## config.mk

```make
export PLATFORM = sky130hd
export DESIGN_NAME = serial_frame_tx
export DESIGN_NICKNAME = d
export VERILOG_FILES = /design/src/rtl/lc_pkg.sv /design/src/rtl/bit_timer.sv /design/src/rtl/serial_frame_tx.sv
export SDC_FILE = /design/constraint.sdc
export NUM_CORES = 1
export LEC_CHECK = 0
export ABC_AREA = 1
export CAP_MARGIN = 10
export CORE_ASPECT_RATIO = 0.75
export CORE_MARGIN = 2
export CORE_UTILIZATION = 40
export DETAILED_ROUTE_END_ITERATION = 8
export HOLD_SLACK_MARGIN = 0.08
export PLACE_DENSITY = 0.57
export SLEW_MARGIN = 10
export SYNTH_ARGS = -nofsm -noshare
export SYNTH_HDL_FRONTEND = slang
export SYNTH_SLANG_ARGS = --single-unit
```

## constraint.sdc

```tcl
create_clock -name clk -period 3.15 [get_ports clk]
set_input_delay 0.4725 -clock clk [delete_from_list [all_inputs] [get_ports clk]]
set_output_delay 0.4725 -clock clk [all_outputs]
set_load 0.01 [all_outputs]
```

## src/rtl/lc_pkg.sv

```systemverilog
// rtl/lc_pkg.sv - shared state type and line constants for serial_frame_tx
package lc_pkg;

  typedef enum logic [2:0] {
    IDLE   = 3'd0,
    START  = 3'd1,
    DATA   = 3'd2,
    PARITY = 3'd3,
    STOP   = 3'd4
  } tx_state_t;

  localparam logic LINE_IDLE = 1'b1;

endpackage

```

## src/rtl/bit_timer.sv

```systemverilog
// rtl/bit_timer.sv - BIT_CYCLES down-counter with a tick on the last cycle of each bit
module bit_timer #(
  parameter int BIT_CYCLES = 4
) (
  input  logic clk,
  input  logic rst,
  input  logic reload,
  output logic tick
);

  localparam logic [7:0] LAST = 8'(BIT_CYCLES - 1);

  logic [7:0] cnt;

  // Wraps to LAST on its own at every bit end, so the FSM never has to reload mid-frame.
  always_ff @(posedge clk or negedge rst) begin
    if (!rst) begin
      cnt <= 8'd0;
    end else if (reload || cnt == 8'd0) begin
      cnt <= LAST;
    end else begin
      cnt <= cnt - 8'd1;
    end
  end

  assign tick = (cnt == 8'd0);

endmodule

```

## src/rtl/serial_frame_tx.sv

```systemverilog
// rtl/serial_frame_tx.sv - start/data/stop serial framer; even parity with SERIAL_FRAME_TX_PARITY_EN
module serial_frame_tx
  import lc_pkg::*;
#(
  parameter int DATA_W     = 8,
  parameter int BIT_CYCLES = 4
) (
  input  logic              clk,
  input  logic              rst,
  input  logic              start,
  input  logic [DATA_W-1:0] din,
  output logic              sout,
  output logic              busy,
  output logic              done
);

  localparam logic [4:0] LAST_IDX = 5'(DATA_W - 1);

  tx_state_t         state;
  logic [DATA_W-1:0] shreg;
  logic [4:0]        bit_idx;
  logic              tick;
  logic              reload;
`ifdef SERIAL_FRAME_TX_PARITY_EN
  logic              par_bit;
`endif

  // Holding the timer in reload while idle makes the START bit begin a full period.
  assign reload = (state == IDLE);

  bit_timer #(
    .BIT_CYCLES(BIT_CYCLES)
  ) u_bit_timer (
    .clk   (clk),
    .rst   (rst),
    .reload(reload),
    .tick  (tick)
  );

  always_ff @(posedge clk or negedge rst) begin
    if (!rst) begin
      state   <= IDLE;
      shreg   <= '0;
      bit_idx <= 5'd0;
      sout    <= LINE_IDLE;
      busy    <= 1'b0;
      done    <= 1'b0;
`ifdef SERIAL_FRAME_TX_PARITY_EN
      par_bit <= 1'b0;
`endif
    end else begin
      done <= 1'b0;
      case (state)
        IDLE: begin
          if (start) begin
            shreg   <= din;
            bit_idx <= 5'd0;
            sout    <= 1'b0;
            busy    <= 1'b1;
            state   <= START;
`ifdef SERIAL_FRAME_TX_PARITY_EN
            par_bit <= ^din;
`endif
          end
        end
        START: begin
          if (tick) begin
            sout  <= shreg[0];
            shreg <= shreg >> 1;
            state <= DATA;
          end
        end
        DATA: begin
          if (tick) begin
            if (bit_idx == LAST_IDX) begin
`ifdef SERIAL_FRAME_TX_PARITY_EN
              sout  <= par_bit;
              state <= PARITY;
`else
              sout  <= LINE_IDLE;
              state <= STOP;
`endif
            end else begin
              sout    <= shreg[0];
              shreg   <= shreg >> 1;
              bit_idx <= bit_idx + 5'd1;
            end
          end
        end
`ifdef SERIAL_FRAME_TX_PARITY_EN
        PARITY: begin
          if (tick) begin
            sout  <= LINE_IDLE;
            state <= STOP;
          end
        end
`endif
        STOP: begin
          if (tick) begin
            sout  <= LINE_IDLE;
            busy  <= 1'b0;
            done  <= 1'b1;
            state <= IDLE;
          end
        end
        default: begin
          sout  <= LINE_IDLE;
          busy  <= 1'b0;
          state <= IDLE;
        end
      endcase
    end
  end

endmodule

```

==> impl_metrics.ini, run 1 <==
[status]
status = completed

[timing]
clock_skew_ps = 6.603
period_share_pct = 57.38
slew_headroom_pct = 42.67
final.min_clock_period_ps = 1808
timing.final.max_slew_violations = 0
rsz0062_at_grt = false
fmax_mhz = 553.2
setup_violations = 0
hold_viol_final = 0
worst_pin_slew_ps = 857.2
finalSetupTns_ps = 0

[power]
p_leak_nw = 0.8851
p_clk_share_pct = 13.0
swShare_pct = 46.11
switchingPower_w = 0.0006983
p_per_area_nw_per_um2 = 889.4
finalPower_w = 0.001514
p_comb_share_pct = 51.9
power_frac_seq_pct = 35.1
p_int_w = 0.0008162
irDropWorstVdd_mv = 0.4767

[critical_path]
reg2reg_setup_slack_ps = 1500
crit_fanout = 2
crit_type = reg2out
cp_top_family = flip-flops
timing.rr.end = bit_idx[4]
cp-start-kind = flip-flop
cp.buffers_inverters = 1
crit_arrival_ps = 1340
crit_required_ps = 2680
max_stage_delay_ps = 540
reg2reg_depth = 9
worstReg2RegStart = u_bit_timer.cnt[0]
crit_path_end_kind = output port
slowest_stage = dfstp_2
cp_cell_sequence = clkdlybuf4s50_1

[flow_run]
cap_violations = 0

[clocking]
post-cts-setup-buffers = 0
clock_latency_ps = 280
htree_levels = 1
cts_tree = done
cts_made_buffers = 3
postCtsResizedCells = 0
clk_pin_slew_ps = 90
cts-hold-fix-buffers = 0
clock-sinks = 27
cts_root_buf = clkbuf_8
cts_buffer_depth = 2

[floorplanning]
die_h_um = 56.44
num_rows = 19
top_level_ports = 14
die_width_um = 73.92
start_util_pct = 40.85
die_area_um2 = 4171
core_um2 = 3590

[finish]
layout-drive-gt1-share_pct = 9.179
num_antenna_cells = 0
fin_cells = 259
area_growth_pct = 16.13
finalNetCount = 222
mostFrequentLayoutCell = nand2_1
mostFrequentLayoutCells = nand2_1, dfrtp_1, inv_1, nand3_1, nor2_1

[logic_synthesis]
ys_ff_latch = 27
synth-seq-area-share_pct = 46.16
synth_area_um2 = 1466
synthTopCellsByArea = dfrtp_1, nand2_1, nand3_1
yosysTopAreaCell = dfrtp_1
synthesis.nets = 204
synth_cell_type_count = 22
syn_inst = 190
synth.avg_cell_area_um2 = 7.718
ys_warn_count = 0
synth_top_area_share_pct = 44.37

[detailed_routing]
ant_nets = 0
via_count = 1220
drt-pass1-iter-count = 4
wire_per_inst_um = 10.88
drt-initial-drc-count = 80
drc = 0
routed_wl_mm = 2.817
vias_per_cell = 4.710

[placed_design]
hpwlAfterDp_mm = 2.114
dp_cells = 255
portBuffers = 13
place_congestion = 0.8114

[global_routing]
antenna_found_initial = 0
grt_remaining_overflow = 0
grt_max_degree = 20
grt_pass1_vias = 1114
grtUsageTotal_pct = 15.82
grt_pass1_wl_mm = 5.071

[min_path]
hp-start = u_bit_timer.cnt[0]
hold_depth = 1
holdPathEnd = u_bit_timer.cnt[0]
min_path_type = reg2reg
-- synthesized netlist by cell type --
cell	number
ha_1	3
xor2_1	6
inv_1	16
dfrtp_1	26
nand3b_1	1
nand2_1	77
nand4_1	4
buf_6	1
o21ai_0	4
a21oi_1	3
nor2_2	4
nand3_1	16
dfstp_2	1
o21ai_1	1
nand3_4	1
nor2_4	2
nor2_8	1
nand2_2	2
nor2_1	15
inv_2	3
nor3_1	2
nand2_4	1
-- through the flow --
stage / setup slack [ps] / utilization, % / area, µm² / hold WS, ps
final: 1342 / 47.44 / 1703 / 446.6
after global routing: 1287 / 47.44 / 1703 / 471.4
after CTS: 1325 / 47.44 / 1703 / 447.0
after detailed placement: 1385 / 46.18 / 1658 / 432.5
after global placement: 1414 / 46.18 / 1658 / 424.9
after floorplan: 1784 / - / 1466 / 176.9
-- cells by family after synthesis --
kind of cell	synth area share, %
AO/OA/AOI/OAI	2.730
buffers and inverters	5.631
AND/OR/NAND/NOR	39.33
adder cells (fa/ha/maj)	2.560
XOR/XNOR	3.584
flip-flops	46.16
-- registers in the layout, indices dropped and copies added (netlist names) --
name,cells
busy,1
shreg,8
sout,1
done,1
state,3
u_bit_timer.cnt,8
bit_idx,5
-- cell type report --
type	count	area (µm²)
Sequential cell	27	676.9
Timing Repair Buffer	14	137.6
Fill cell	362	1887
Inverter	19	71.32
Clock buffer	4	45.04
Tap cell	52	65.06
Multi-Input combinational cell	143	706.9
-- how the worst max path moves through the flow --
stage / from / to / depth (start not counted) / slack, ps
after detailed placement: start / bit_idx[4] / 6 / 1390
after global routing: sout / sout / 1 / 1290
final: sout / sout / 1 / 1340
after CTS: sout / sout / 1 / 1320
after floorplan: u_bit_timer.cnt[0] / shreg[7] / 9 / 1780
after global placement: start / bit_idx[1] / 6 / 1410
-- power by group through the flow --
stage / sequential (W) / combinational [W] / clock (W)
after CTS: 0.000533 / 0.000789 / 0.000209
after global placement: 0.000537 / 0.000782 / 0
after detailed placement: 0.000538 / 0.000788 / 0
final: 0.000532 / 0.000786 / 0.000197
after global routing: 0.000549 / 0.000897 / 0.000228
after floorplan: 0.000532 / 0.000615 / 0
-- per-layer routing --
metal | global-route usage [%] | share of wire [%]
met5 | 0 | 0
met4 | 3.117 | 0.75
met3 | 4.488 | 4.9
met2 | 22.19 | 42
met1 | 24.28 | 52
Note: power is estimated with default switching activity, not from simulation.
==> inputs of run 2 (changes only) <==
Settings changed: PLACE_DENSITY 0.57 to 0.59.
Clock period 3.15 ns to 1.5 ns, I/O delays scaled along.
==> run 2 against run 1 <==
Clock skew is 3.0 ps higher. Setup slack lost 1300 ps. Clock power is 110% higher. Global-route usage is 1.1 points higher. Hold slack lost 140 ps. Clock-buffer cell count decreased by 1. Total power up 150%. Combinational power grew to 2.8 times the previous value. First-iteration DRC count down 46%. Sequential power is 110% higher. Critical endpoint is now shreg[4]. Highest routed layer unchanged.
==> impl_metrics.ini, run 2 (synthesis gave the netlist of run 1 again) <==
[timing]
fmax_mhz = 692.3
hold_viol_final = 0
worst_pin_slew_ps = 349.1
finalSetupTns_ps = 0
setup_violations = 0
rsz0062_at_grt = true
timing.final.max_slew_violations = 0
fin_hold_ws_ps = 308.0
clock_skew_ps = 9.570
final.min_clock_period_ps = 1444
slew_headroom_pct = 76.73
period_share_pct = 96.29

[global_routing]
grt_pass1_vias = 1275
grtUsageTotal_pct = 16.97
antenna_found_initial = 0
grt_pass1_wl_mm = 5.492
grt_max_degree = 28
grt_remaining_overflow = 0

[finish]
finalNetCount = 240
reg_top3 = shreg x8, u_bit_timer.cnt x8, bit_idx x5
final_area_um2 = 1904
fin_cells = 277
area_growth_pct = 29.86
mostFrequentLayoutCells = nand2_1, dfrtp_1, nand3_1
num_antenna_cells = 0
layout-drive-gt1-share_pct = 20.89
mostFrequentLayoutCell = nand2_1

[critical_path]
crit_arrival_ps = 1610
crit_fanout = 7
cp-start-kind = flip-flop
crit_required_ps = 1670
crit_path_end_kind = flip-flop
crit_type = reg2reg

[floorplanning]
die_h_um = 56.44
core_um2 = 3590
top_level_ports = 14
start_util_pct = 40.85
die_area_um2 = 4171
num_rows = 19
die_width_um = 73.92

[clocking]
clock-sinks = 27
clock_latency_ps = 270
cts_buffer_depth = 2
cts_root_buf = clkbuf_8
cts_tree = done
htree_levels = 1
clk_pin_slew_ps = 100
cts_made_buffers = 3
cts-hold-fix-buffers = 0

[detailed_routing]
drt-initial-drc-count = 43
via_count = 1285
ant_nets = 0
drt-pass1-iter-count = 4
routed_wl_mm = 3.059
wire_per_inst_um = 11.04
vias_per_cell = 4.639
drc = 0

[placed_design]
place_congestion = 0.8826
portBuffers = 13
hpwlAfterDp_mm = 2.295
postPlaceCellArea_um2 = 1760
dp_cells = 267

[status]
status = completed

[flow_run]
cap_violations = 0

[power]
p_per_area_nw_per_um2 = 1954
p_leak_nw = 0.9906
irDropWorstVdd_mv = 1.102

[min_path]
min_path_type = in2async
-- run 2: cell types whose count changed in the layout (fill, tap and decap cells not counted), moves of 2 or more --
cell     change
buf_6        +2
inv_1        -2
buf_4       +14
nand2_1      -4
buf_12       +2
inv_2        +2
nand2_2      +4
-- run 2: layer usage --
metal | global-route usage, % | vias to the layer above | routed length, µm
met5 | 0 | - | 0
met4 | 2.857 | 0 | 17
met3 | 4.309 | 2 | 158
met2 | 28.06 | 31 | 1424
met1 | 22.73 | 590 | 1459
li1 | - | 662 | -
-- run 2: critical path, cell delays in order (launching register included) --
cell,delay [ps]
dfrtp_1,450
nor2_2,180
nand2_1,110
nor2_2,220
nor2_8,80
buf_4,160
nand3_1,80
nand2_1,60
-- run 2: layout make-up --
cell class              instances  area (µm²)
repair buffers                 32       304.0
well taps                      52       65.06
flip-flops and latches         27       676.9
inverters                      19       71.32
fillers                       336        1685
clock buffers                   3       41.29
multi-input cells             143       740.7
clock inverters                 1       5.005
-- run 2: worst paths after layout --
check                                    from  slack, ps                  to  cells after the start
max in group asynchronous                 rst        890                sout                      2
setup reg to reg                     state[1]         60            shreg[4]                      7
hold reg to reg            u_bit_timer.cnt[0]        450  u_bit_timer.cnt[0]                      1
hold / removal                            rst        310  u_bit_timer.cnt[5]                      2
min in group clk           u_bit_timer.cnt[0]        450  u_bit_timer.cnt[0]                      1
setup / recovery                     state[1]         60            shreg[4]                      7
-- run 2: metrics by stage --
stage               util, %  power [W]  setup slack (ps)
floorplan                 -   0.002410             133.6
global route          53.05   0.004095            -45.21
global placement      49.04   0.003015             38.65
finish                53.05   0.003720             55.61
CTS                   50.85   0.003574             16.50
detailed placement    49.04   0.003066            -5.873
-- run 2: timing repair --
action,in CTS,in global routing
cloned,0,1
setup buffers,1,4
setup endpoints to repair,8,20
pin swaps,1,6
resized for setup,1,14
-- run 2: power by group --
group / internal (W) / switching [W]
sequential: 0.000979 / 0.000137
clock: 0.000186 / 0.000225
combinational: 0.000942 / 0.00125
==> inputs of run 3 (changes only) <==
--- a/config.mk
+++ b/config.mk
@@ -13,4 +13,5 @@
 export DETAILED_ROUTE_END_ITERATION = 8
 export HOLD_SLACK_MARGIN = 0.08
+export MAX_ROUTING_LAYER = met4
 export PLACE_DENSITY = 0.59
 export SLEW_MARGIN = 10
==> constraint.sdc (replaced) <==
create_clock -name clk -period 1.5 [get_ports clk]
set_input_delay 0.225 -clock clk [delete_from_list [all_inputs] [get_ports clk]]
set_output_delay 0.225 -clock clk [all_outputs]
set_load 0.02 [all_outputs]
==> run 3 against run 2 <==
Clock power about the same. Largest cell class unchanged. Routed wire length unchanged. Largest power group unchanged. Sequential power about the same. Core utilization about the same. Via count decreased by 0.54%. Clock-buffer cell count unchanged. Hold slack about the same. Sequential cell count unchanged. Design area about the same. Final cell count unchanged. Global-route usage increased by 0.47 points.
==> impl_metrics.ini, run 3 (synthesis gave the netlist of run 1 again) <==
[status]
status = completed

[detailed_routing]
drt-initial-drc-count = 43
via_count = 1278
wire_per_inst_um = 11.04
routed_wl_mm = 3.059
ant_nets = 0
vias_per_cell = 4.614
drt-pass1-iter-count = 4
drc = 0

[finish]
num_antenna_cells = 0
layout-drive-gt1-share_pct = 20.89
area_growth_pct = 29.78
finalNetCount = 240
mostFrequentLayoutCells = nand2_1, dfrtp_1, nand3_1
reg_top3 = shreg x8, u_bit_timer.cnt x8, bit_idx x5
final_area_um2 = 1903
fin_cells = 277
mostFrequentLayoutCell = nand2_1

[clocking]
cts_made_buffers = 3
cts-hold-fix-buffers = 0
cts_tree = done
clock_latency_ps = 270
cts_buffer_depth = 2
htree_levels = 1
clock-sinks = 27
clk_pin_slew_ps = 100
cts_root_buf = clkbuf_8

[timing]
clock_skew_ps = 9.461
finalSetupTns_ps = 0
setup_violations = 0
hold_viol_final = 0
final.min_clock_period_ps = 1443
fmax_mhz = 693.2
setup_slack_ps = 57.48
worst_pin_slew_ps = 348.9
rsz0062_at_grt = true
slew_headroom_pct = 76.74
period_share_pct = 96.17
timing.final.max_slew_violations = 0

[power]
p_clk_share_pct = 11.0
p_comb_share_pct = 59.1
irDropWorstVdd_mv = 1.102
power_frac_seq_pct = 29.9
switchingPower_w = 0.001631
p_leak_nw = 0.9930
p_int_w = 0.002098
finalPower_w = 0.003729
p_per_area_nw_per_um2 = 1959
swShare_pct = 43.74

[placed_design]
post-place-ws_ps = -5.873
dp_cells = 267
portBuffers = 13
place_congestion = 0.8974
postPlaceCellArea_um2 = 1760
hpwlAfterDp_mm = 2.295

[global_routing]
grtUsageTotal_pct = 17.44
grt_max_degree = 28
grt_pass1_vias = 1275
grt_remaining_overflow = 0
antenna_found_initial = 0
grt_pass1_wl_mm = 5.492

[critical_path]
crit_arrival_ps = 1610
cp_top_family = simple AND/OR/NAND/NOR gates
crit_path_end_kind = flip-flop
crit_type = reg2reg
slowest_stage = dfrtp_1
max_stage_delay_ps = 450
crit_fanout = 7
crit_required_ps = 1670
cp_cell_sequence = nor2_2, nand2_1, nor2_2, nor2_8, buf_4, nand3_1, nand2_1
cp-start-kind = flip-flop
cp.buffers_inverters = 1

[floorplanning]
die_h_um = 56.44
die_area_um2 = 4171
start_util_pct = 40.85
num_rows = 19
top_level_ports = 14
die_width_um = 73.92
core_um2 = 3590

[flow_run]
cap_violations = 0

[min_path]
min_path_type = in2async
[run 3: worst paths after layout]
path	endpoint	from	slack, ps	cells past startpoint
worst max-delay path	shreg[4]	state[1]	60	7
worst min-delay path	u_bit_timer.cnt[5]	rst	310	2
worst max register to register	shreg[4]	state[1]	60	7
worst min register to register	u_bit_timer.cnt[0]	u_bit_timer.cnt[0]	450	1
max in group asynchronous	sout	rst	890	2
min in group clk	u_bit_timer.cnt[0]	u_bit_timer.cnt[0]	450	1
[run 3: final cells by class]
cell class,instances,area [µm²]
clock buffer,3,41.29
multi-input combinational,143,740.7
fill,337,1687
timing repair buffer,32,302.8
clock inverter,1,5.005
sequential,27,676.9
tap,52,65.06
inverter,19,71.32
[run 3: metrics by stage]
stage / hold slack [ps] / utilization [%]
2_1_floorplan: -70.59 / -
3_3_place_gp: 427.3 / 49.04
3_5_place_dp: 426.0 / 49.04
4_1_cts: 325.7 / 50.82
5_1_grt: 365.0 / 53.02
6_report: 308.1 / 53.02
[run 3: power groups by stage]
stage               Sequential, W  Combinational [W]  Clock, W
finish                    0.00112            0.00220  0.000411
global route              0.00114            0.00250  0.000458
CTS                       0.00112            0.00204  0.000431
detailed placement        0.00113            0.00196         0
global placement          0.00112            0.00191         0
floorplan                 0.00114            0.00129         0
[run 3: timing repair]
action / CTS / global route
endpoints found under the setup margin: 9 / 20
gates cloned: 0 / 1
pin swaps: 1 / 6
buffers inserted: 1 / 4
resized for setup: 2 / 14
[run 3: layer usage]
metal / vias to the layer above / track usage (%) / share of wire [%] / wire (µm)
li1: 663 / - / - / -
met1: 584 / 22.73 / 48 / 1467
met2: 29 / 28.06 / 46 / 1419
met3: 2 / 4.309 / 5.0 / 154
met4: 0 / 2.857 / 0.56 / 17
met5: - / - / 0 / 0
==> RTL change 1 (flow settings as in run 1) <==
Set the parameter `DATA_W` to 12 (it was 8).
--- a/src/rtl/serial_frame_tx.sv
+++ b/src/rtl/serial_frame_tx.sv
@@ -2,7 +2,7 @@
 module serial_frame_tx
   import lc_pkg::*;
 #(
-  parameter int DATA_W     = 8,
+  parameter int DATA_W     = 12,
   parameter int BIT_CYCLES = 4
 ) (
   input  logic              clk,
Ports: changed (resized din); port bits go from 14 to 18. The function was not compared with the original's and may differ.
==> RTL change 1 against run 1 <==
Synthesized cell count rose by 17%; count of clock-buffer cells in the layout rose by 3; design area rose by 16%; critical path type is now flop to flop; sequential cell count rose by 4; setup slack got worse by 0.15 ns; routed wire length rose by 33%; total power fell by 6.8%; area after synthesis rose by 15%.
==> RTL change 1: results (changes against run 1) <==
status: "complete, no violations"
grtUsageTotal: 0.1806  # +0.02236
synth.distinct_cells: 26  # +18%
synth_common_cells: "nand2_1 (83), dfrtp_1 (30), nand3_1 (21), inv_1 (17), nor2_1 (17)"
fin_skew_ns: 0.006340  # -0.0002628 ns
synth_area_leaders: "dfrtp_1 (44%), nand2_1 (18%), nand3_1 (6.2%)"
grt_pass1_wl_mm: 6.403  # +26%
r2r-start: "state[1]"
place_area_sq_um: 1891  # +14%
drive_above_1_share: 0.07884  # -0.01295
syn-num-nets: 240  # +18%
vias_per_cell: 4.878  # +3.6%
fin_util: 0.4864  # +0.01204
comb_power_uw: 444  # -44%
startpoint: "state[1]"
synthAdderAreaFrac: 0.02221  # -0.003391
synth-seq-area-share: 0.4597  # -0.001945
p_leak_uw: 0.001042  # +18%
largestRegisters: "shreg: 12 flops, u_bit_timer.cnt: 8 flops, bit_idx: 5 flops"
grt_pass1_vias: 1320  # +18%
synth_compound_area_frac: 0.02369  # -0.003618
htree_levels: 2  # +1
crit_type: "flop to flop"
power_frac_clock: 0.218  # +0.088
drt_iter0_drc: 84  # +5.0%
place_ws_ns: 1.224  # -0.1615 ns
worst_pin_slew_ns: 0.5141  # -0.3432 ns
grt_start_max_net_pins: 32  # +60%
-- RTL change 1: cell count changes after synthesis, sizes merged, moves of 2 or more --
cell	run 1	this run
nand4	4	16
buf	1	7
nand3	17	23
nand2	80	85
dfrtp	26	30
nor2	22	19
inv	19	21
xnor2	0	2
-- RTL change 1: critical path, cell delays in order (launching register included) --
cell and delay [ns]:
dfrtp_1 0.44, nor2_1 0.09, nand2_2 0.22, inv_2 0.10, o21ai_2 0.45, nand3_2 0.35, nand2_1 0.14, nand2_1 0.06
-- RTL change 1: final timing paths --
| check | end | slack [ns] | cells past startpoint |
|---|---|---|---|
| max | shreg[10] | 1.19 | 7 |
| min | u_bit_timer.cnt[0] | 0.44 | 1 |
| max reg2reg | shreg[10] | 1.19 | 7 |
| min reg2reg | u_bit_timer.cnt[0] | 0.44 | 1 |
| max in group asynchronous | sout | 2.23 | 2 |
| min in group asynchronous | u_bit_timer.cnt[4] | 0.59 | 2 |
-- RTL change 1: layout make-up --
type	count	share of cell area
timing repair buffer	18	0.09010
inverter	21	0.03997
tap	55	0.03490
sequential	31	0.3940
clock buffer	7	0.03871
multi-input combinational	163	0.3997
clock inverter	1	0.002538
-- RTL change 1: per-layer routing --
metal / share of wire / GRT usage / vias up
li1: - / - / 751
met1: 0.56 / 0.2803 / 667
met2: 0.40 / 0.2337 / 22
met3: 0.032 / 0.04985 / 4
met4: 0.0077 / 0.06650 / 0
met5: 0 / 0 / -
-- RTL change 1: kinds of logic (layout without fill, tap and decap cells) --
family / count (synthesis) / in the layout
AND/OR/NAND/NOR: 146 / 146
flip-flops: 31 / 31
buffers and inverters: 28 / 47
AO/OA/AOI/OAI: 7 / 7
XOR/XNOR: 7 / 7
adder cells (fa/ha/maj): 3 / 3
==> RTL change 2 (config.mk and constraints of run 1) <==
Without the edit above. Compare `bit_idx` against `LAST_IDX` with >= in place of ==.
--- a/src/rtl/serial_frame_tx.sv
+++ b/src/rtl/serial_frame_tx.sv
@@ -72,7 +72,7 @@
         end
         DATA: begin
           if (tick) begin
-            if (bit_idx == LAST_IDX) begin
+            if (bit_idx >= LAST_IDX) begin
 `ifdef SERIAL_FRAME_TX_PARITY_EN
               sout  <= par_bit;
               state <= PARITY;
Function: no difference found for any inputs over 10 cycles, from zero or initial values and one cycle with rst low; that may be too few to reach the edited logic, so the function may still have changed.
==> RTL change 2 against run 1 <==
First-iteration DRC count is 1.3% higher; utilization is 0.68 points higher; critical path depth stayed put; maximum frequency increased by 0.67%; routed wire length decreased by 2.6%; via count decreased by 4.8%; sequential cell count unchanged; critical path type unchanged; area after synthesis grew 4.2%; design area is 3.5% higher; register-to-register slack better by 0.11 ns; setup slack improved by 0.012 ns.
Power is not compared: it rests on default switching activity, and its combinational part moved more than twofold at a synthesized area within 25%.
==> RTL change 2: results (changes against run 1) <==
synth-seq-area-share: 0.4431  # -0.01852
grtUsageTotal: 0.1482  # -0.01001
grt_start_max_net_pins: 28  # +40%
synth_common_cells: "nand2_1 (66), dfrtp_1 (26), nor2_1 (19), inv_1 (18), nand2_2 (8)"
synth_area_leaders: "dfrtp_1 (43%), nand2_1 (16%), nor2_1 (4.7%)"
clk_latency_ns: 0.27
highest_layer: "met4"
p_sw_uw: 398.7
antenna_found_initial: 0  # unchanged
reg2reg_depth: 7  # -2
clockBufferCount: 3  # -1
dp_hpwl_mm: 2.176  # +3.0%
routed_wl_mm: 2.745  # -2.6%
ys_ff_latch: 27  # unchanged
io_buffers: 13  # unchanged
grt_pass1_vias: 1099  # -1.3%
clock_area_frac: 0.02628  # -0.0001728
layout.nonclk_buf_frac: 0.07812  # -0.002698
num-nonclk-inverters: 24  # +5
synth.distinct_cells: 27  # +23%
multi_input_area_share: 0.4176  # +0.002477
peakVddDrop_mv: 0.3794
clk_pin_slew_ns: 0.08
cts_resized: 0  # unchanged
grt_pass1_wl_mm: 4.968  # -2.0%
clockBufferDepth: 2  # unchanged
drive_above_1_share: 0.1765  # +0.08468
wl_met3_um: 94  # -31%
multi_input_gates: 135  # -5.6%
vias_per_cell: 4.539  # -3.6%
drt_iter0_drc: 81  # +1.3%
p_leak_uw: 0.0009137
worst_pin_slew_ns: 0.3520  # -0.5052 ns
nNetsFinal: 219  # -1.4%
syn-num-nets: 201  # -1.5%
critPathArrivalTime_ns: 1.32  # -0.02 ns
antenna_cells: 0  # unchanged
wl_met1_mm: 1.436  # -2.8%
fin_skew_ns: 0.007986  # +0.001383 ns
holdPathStages: 1  # unchanged
synth_flop_cell: "dfrtp_1"
wl_met2_mm: 1.201  # +1.9%
htree_levels: 1  # unchanged
max_stage_delay_ns: 0.54  # about the same
ff_latch_area_sq_um: 676.9  # unchanged
crit_path_max_fanout: 2  # unchanged
status: "complete, no violations"
ys.warnings.count: 0  # unchanged
clockRootBuffer: "clkbuf_8"
largestRegisters: "shreg: 8 flops, u_bit_timer.cnt: 8 flops, bit_idx: 5 flops"
place_congestion: 0.8945  # +10%
[RTL change 2: cell count changes after synthesis, moves of 3 or more]
| cell | change |
|---|---|
| nand3_1 | -10 |
| or2_2 | +3 |
| xor2_1 | -3 |
| nand2_2 | +6 |
| o21ai_1 | +3 |
| nor2_1 | +4 |
| nand2_1 | -11 |
[RTL change 2: path summary, 6_finish.rpt]
kind	start	endpoint	slack (ns)
setup / recovery	sout	sout	1.35
hold / removal	u_bit_timer.cnt[0]	u_bit_timer.cnt[0]	0.46
setup reg to reg	bit_idx[0]	shreg[5]	1.61
hold reg to reg	u_bit_timer.cnt[0]	u_bit_timer.cnt[0]	0.46
max in group asynchronous	rst	sout	2.27
min in group asynchronous	rst	bit_idx[0]	0.57
[RTL change 2: stage by stage]
stage | cell area, sq um | worst slack [ns] | cells
CTS | 1762 | 1.335 | 256
global placement | 1715 | 1.540 | 252
detailed placement | 1715 | 1.495 | 252
floorplan | 1528 | 1.818 | 187
finish | 1762 | 1.354 | 256
global route | 1762 | 1.303 | 256
[RTL change 2: cells by family (layout without fill, tap and decap cells)]
kind of cell               after synthesis  count (layout)  share of synthesized area
and+or+nand+nor                        117             117                     0.3980
DFF                                     27              27                     0.4431
buffers and inverters                   25              42                    0.07534
AOI/OAI and AO/OA                       12              12                    0.04177
adders and majority gates                3               3                    0.02457
xor gates and xnor gates                 3               3                    0.01720
[RTL change 2: power by group through the flow]
stage	Sequential, uW	Clock (uW)	Combinational, uW
floorplan	537	0	292
global placement	546	0	377
global route	561	220	456
CTS	546	202	395
detailed placement	553	0	394
finish	546	192	389
[RTL change 2: metal layers]
layer / global-route usage / vias to the layer above
met4: 0.02757 / 0
met1: 0.2179 / 535
met5: 0 / -
met2: 0.2174 / 19
li1: - / 606
met3: 0.04594 / 2
